$ cat config.mk
export PLATFORM = sky130hd
export DESIGN_NAME = module_booth_arbiter
export DESIGN_NICKNAME = d
export VERILOG_FILES = /design/src/rtl/module_booth_arbiter.sv
export SDC_FILE = /design/constraint.sdc
export NUM_CORES = 1
export LEC_CHECK = 0
export CAP_MARGIN = 10
export CORE_MARGIN = 1
export CORE_UTILIZATION = 35
export CTS_BUF_LIST = sky130_fd_sc_hd__clkbuf_8
export CTS_CLUSTER_SIZE = 40
export DETAILED_ROUTE_END_ITERATION = 16
export HOLD_SLACK_MARGIN = 0.03
export PLACE_DENSITY_LB_ADDON = 0.05
export RECOVER_POWER = 100
export SLEW_MARGIN = 20
export SYNTH_ARGS = -nofsm -noshare
export SYNTH_HDL_FRONTEND = slang
export SYNTH_SLANG_ARGS = --single-unit
$ cat constraint.sdc
create_clock -name clk -period 1.7 [get_ports clk]
set_input_delay 0.34 -clock clk [delete_from_list [all_inputs] [get_ports clk]]
set_output_delay 0.34 -clock clk [all_outputs]
set_load 0.1 [all_outputs]
$ cat src/rtl/module_booth_arbiter.sv
// Round-robin arbiter/sequencer sharing one sequential Booth multiplier core
// between two requesters, with a WAIT watchdog and per-requester response handshake.
module module_booth_arbiter #(
  parameter int N           = 8,
  parameter int TIMEOUT_CYC = 64
) (
  input  logic           clk,
  input  logic           rst,
  input  logic [1:0]     req_valid,
  output logic [1:0]     req_ready,
  input  logic [N-1:0]   req_a0,
  input  logic [N-1:0]   req_b0,
  input  logic [N-1:0]   req_a1,
  input  logic [N-1:0]   req_b1,
  output logic [1:0]     rsp_valid,
  input  logic [1:0]     rsp_ready,
  output logic [2*N-1:0] rsp_product,
  output logic           rsp_err,
  output logic [N-1:0]   mul_a,
  output logic [N-1:0]   mul_b,
  output logic           mul_init,
  input  logic           mul_done,
  input  logic [2*N-1:0] mul_product,
  output logic           busy,
  output logic [1:0]     dbg_state
);

  // Handshakes: a transfer happens on a rising edge where valid and ready are
  // both high; valid never depends on ready, and requesters hold data until ready.

  typedef enum logic [1:0] {
    IDLE  = 2'd0,
    START = 2'd1,
    WAIT  = 2'd2,
    RESP  = 2'd3
  } state_t;

  localparam int CW = $clog2(TIMEOUT_CYC);

  state_t        state_q, state_d;
  logic          last_grant;
  logic          owner;
  logic [CW-1:0] counter;

  logic grant;
  logic accept;
  logic timeout;

  // Contention goes to whoever did not win last time; a sole requester always wins.
  always_comb begin
    grant = req_valid[1];
    if (req_valid == 2'b11) grant = ~last_grant;
  end

  assign accept  = (state_q == IDLE) && (|req_valid);
  assign timeout = (state_q == WAIT) && !mul_done && (counter == CW'(TIMEOUT_CYC - 1));

  always_comb begin
    req_ready = 2'b00;
    if (accept) req_ready = grant ? 2'b10 : 2'b01;
  end

  assign rsp_valid = (state_q == RESP) ? (owner ? 2'b10 : 2'b01) : 2'b00;
  assign mul_init  = (state_q == START);
  assign busy      = (state_q != IDLE);
  assign dbg_state = state_q;

  always_ff @(posedge clk or posedge rst) begin
    if (rst) state_q <= IDLE;
    else     state_q <= state_d;
  end

  always_comb begin
    state_d = state_q;
    case (state_q)
      IDLE:  if (accept) state_d = START;
      START: state_d = WAIT;
      WAIT:  if (mul_done || timeout) state_d = RESP;
      RESP:  if (rsp_ready[owner]) state_d = IDLE;
      default: state_d = IDLE;
    endcase
  end

  always_ff @(posedge clk or posedge rst) begin
    if (rst) begin
      last_grant  <= 1'b1;
      owner       <= 1'b0;
      counter     <= '0;
      mul_a       <= '0;
      mul_b       <= '0;
      rsp_product <= '0;
      rsp_err     <= 1'b0;
    end else begin
      if (accept) begin
        mul_a      <= grant ? req_a1 : req_a0;
        mul_b      <= grant ? req_b1 : req_b0;
        owner      <= grant;
        last_grant <= grant;
        counter    <= '0;
      end
      if (state_q == WAIT) begin
        counter <= counter + 1'b1;
        // A completion in the final watchdog cycle still counts as success.
        if (mul_done) begin
          rsp_product <= mul_product;
          rsp_err     <= 1'b0;
        end else if (timeout) begin
          rsp_product <= '0;
          rsp_err     <= 1'b1;
        end
      end
    end
  end

endmodule
==> flow_metrics.env <==
export IMPL_grt_pass1_vias=1803
export IMPL_mostFrequentLayoutCell="clkdlybuf4s50_1"
export IMPL_worst_path_max_fanout=3
export IMPL_core_area_um2=5140
export IMPL_dieArea_um2=5690
export IMPL_routed_wl_um=5550
export IMPL_fin_crit_sh_pct=110
export IMPL_ctsHoldBuffers=0
export IMPL_grt_pass1_wl_um=8140
export IMPL_antenna_found_initial=0
export IMPL_rsz0062_at_grt="true"
export IMPL_clockBufferDepth=2
export IMPL_worstPathArrival_ps=1520
export IMPL_yosysWarnings=0
export IMPL_num_rows=26
export IMPL_drt_iter0_drc=123
export IMPL_slew_headroom_pct=62.5
export IMPL_die_y_um=75.4
export IMPL_fin_crit_ps=1860
export IMPL_dieWidth_um=75.4
export IMPL_syn_num_nets=216
export IMPL_max_cap_viol_count=0
export IMPL_grt_max_degree=19
export IMPL_violations="setup timing"
export IMPL_pin_count=96
export IMPL_first_pass_iters=5
export IMPL_fin_nets=341
export IMPL_syn_instance_count=155
export IMPL_setup_ws_ps=-163
export IMPL_worst_pin_slew_ps=564
export IMPL_drv_slew=0
export IMPL_end_kind="output port"
export IMPL_reg2reg_from="dbg_state[1]$_DFFE_PP0P_"
export IMPL_ys_ff_latch=43
export IMPL_port_buffers=95
export IMPL_grt_usage_pct=19.6
export IMPL_area_delta_synth_final_pct=72.2
export IMPL_yosysUniqueCellTypes=32
export IMPL_via_count=1767
export IMPL_clock_fmax_ghz=0.537
export IMPL_dpl_hpwl_um=3990
export IMPL_insertion_delay_ps=300
export IMPL_htreeDepth=2
export IMPL_fin_util_pct=63.2
export IMPL_worstReg2RegEnd="dbg_state[1]$_DFFE_PP0P_"
export IMPL_clk_pin_slew_worst_paths_ps=80
export IMPL_place_congestion=0.767
export IMPL_start_util_pct=36.7
export IMPL_r2r_slack_ps=-80
export IMPL_hold_violations=0
export IMPL_critPathLaunchType="register"
export IMPL_cts_buffers_inserted=5
export IMPL_clock_root_buffer="clkbuf_8"
export IMPL_cts_sinks=43
export IMPL_finClkSkew_ps=5.45
export IMPL_final_cell_mix="clkdlybuf4s50_1, dfrtp_1, clkbuf_2"
export IMPL_drt_wirelength_per_cell_um=15.8
export IMPL_via_per_inst=5.03
export IMPL_drive_above_1_share_pct=36.3
export IMPL_hp_class="primary input to async pin"
export IMPL_cp_required_ps=1360
export IMPL_r2r_cells=6
export IMPL_pre_cts_ws_ps=-105
export IMPL_status="complete, but fails checks"
export IMPL_ant_nets=0
export IMPL_synth_area_per_cell_um2=12.2
export IMPL_setup_viol=14
export IMPL_antenna_cells=0
export IMPL_finalSetupTns_ps=-1100
export IMPL_synth_area_um2=1890
export IMPL_cts_tree="yes"
export IMPL_drcViolationCount=0
export IMPL_critPathKind="register to output port"
export IMPL_yosysSeqAreaShare_pct=57.1
export IMPL_grt_ovfl_total=0
[cell usage after synthesis]
library cell | count | area share, %
nor2_1 | 2 | 0.40
buf_2 | 2 | 0.53
a21oi_4 | 1 | 0.86
nand3_1 | 2 | 0.53
o211ai_1 | 2 | 0.80
dfrtp_1 | 42 | 56
o21ai_2 | 2 | 0.93
nand4_1 | 2 | 0.66
a21oi_1 | 1 | 0.27
a22oi_2 | 1 | 0.66
a22oi_1 | 1 | 0.40
buf_6 | 3 | 1.8
nor2_2 | 3 | 1.0
buf_4 | 2 | 0.80
nor2b_1 | 1 | 0.33
o21ai_1 | 1 | 0.27
a22o_1 | 16 | 7.4
xnor2_1 | 1 | 0.46
a21o_1 | 2 | 0.80
o31ai_2 | 1 | 0.66
and2_1 | 1 | 0.33
dfstp_2 | 1 | 1.4
or2_1 | 1 | 0.33
mux2_4 | 1 | 0.80
mux2i_1 | 1 | 0.53
nand2_1 | 10 | 2.0
a222oi_1 | 16 | 8.5
ha_1 | 6 | 4.0
xor2_1 | 1 | 0.46
o21ai_0 | 5 | 1.3
a21oi_2 | 1 | 0.46
inv_1 | 23 | 4.6
[repair_timing]
action	in CTS	in global routing
setup buffers	4	8
hold endpoints to repair	0	0
pin swaps	2	14
setup endpoints to repair	6	25
gates cloned	0	1
gates resized for setup	8	11
[routing by layer]
metal / vias to the layer above / GRT usage [%] / share of wire (%)
li1: 822 / - / -
met1: 879 / 23.7 / 42
met2: 60 / 32.0 / 50
met3: 6 / 7.41 / 6.1
met4: 0 / 7.00 / 1.3
met5: - / 0 / 0
[logic make-up (layout without fill, tap and decap cells)]
family | count (synthesis) | count (layout) | synth area share [%]
XOR/XNOR | 2 | 2 | 0.929
AND/OR/NAND/NOR | 22 | 22 | 5.58
multiplexers | 2 | 2 | 1.33
buffers and inverters | 30 | 156 | 7.70
AO/OA/AOI/OAI | 50 | 50 | 23.4
flip-flops | 43 | 43 | 57.1
adder cells (fa/ha/maj) | 6 | 6 | 3.98
[worst max-delay path, cell delays in order, from the launching register on]
cell and delay [ps]:
dfrtp_4 490, buf_4 140, buf_6 120, ha_4 160, and2_4 160, buf_12 160
[worst max-delay path by stage]
stage	from	to	slack (ps)
after CTS	dbg_state[0]$_DFFE_PP0P_	req_ready[1]	-200
final	dbg_state[0]$_DFFE_PP0P_	rsp_valid[1]	-160
after global placement	req_valid[0]	req_ready[0]	-100
after detailed placement	req_valid[0]	mul_a[4]$_DFFE_PP0P_	-100
after floorplan	dbg_state[1]$_DFFE_PP0P_	req_ready[0]	-80
after global routing	dbg_state[0]$_DFFE_PP0P_	req_ready[0]	-240
[metrics by stage]
stage,hold slack [ps],std cells,area (µm²)
finish,490,351,3250
CTS,315,342,3660
detailed placement,502,330,3500
floorplan,457,155,1950
global route,522,351,3250
global placement,489,330,3500
[registers in the layout (all words and copies together) (netlist names)]
register	flops
counter	6
dbg_state	2
last_grant	1
mul_a	8
mul_b	8
owner	1
rsp_err	1
rsp_product	16
[area by class of cell]
type | instances | area (µm²)
Fill cell | 447 | 1890
Timing Repair Buffer | 125 | 1130
Sequential cell | 43 | 1080
Multi-Input combinational cell | 82 | 748
Clock buffer | 7 | 96.3
Inverter | 23 | 95.1
Tap cell | 70 | 87.6
Clock inverter | 1 | 3.75
Power is not shown: default switching activity piles up to over one toggle a cycle in this logic, so the estimate is an artifact.
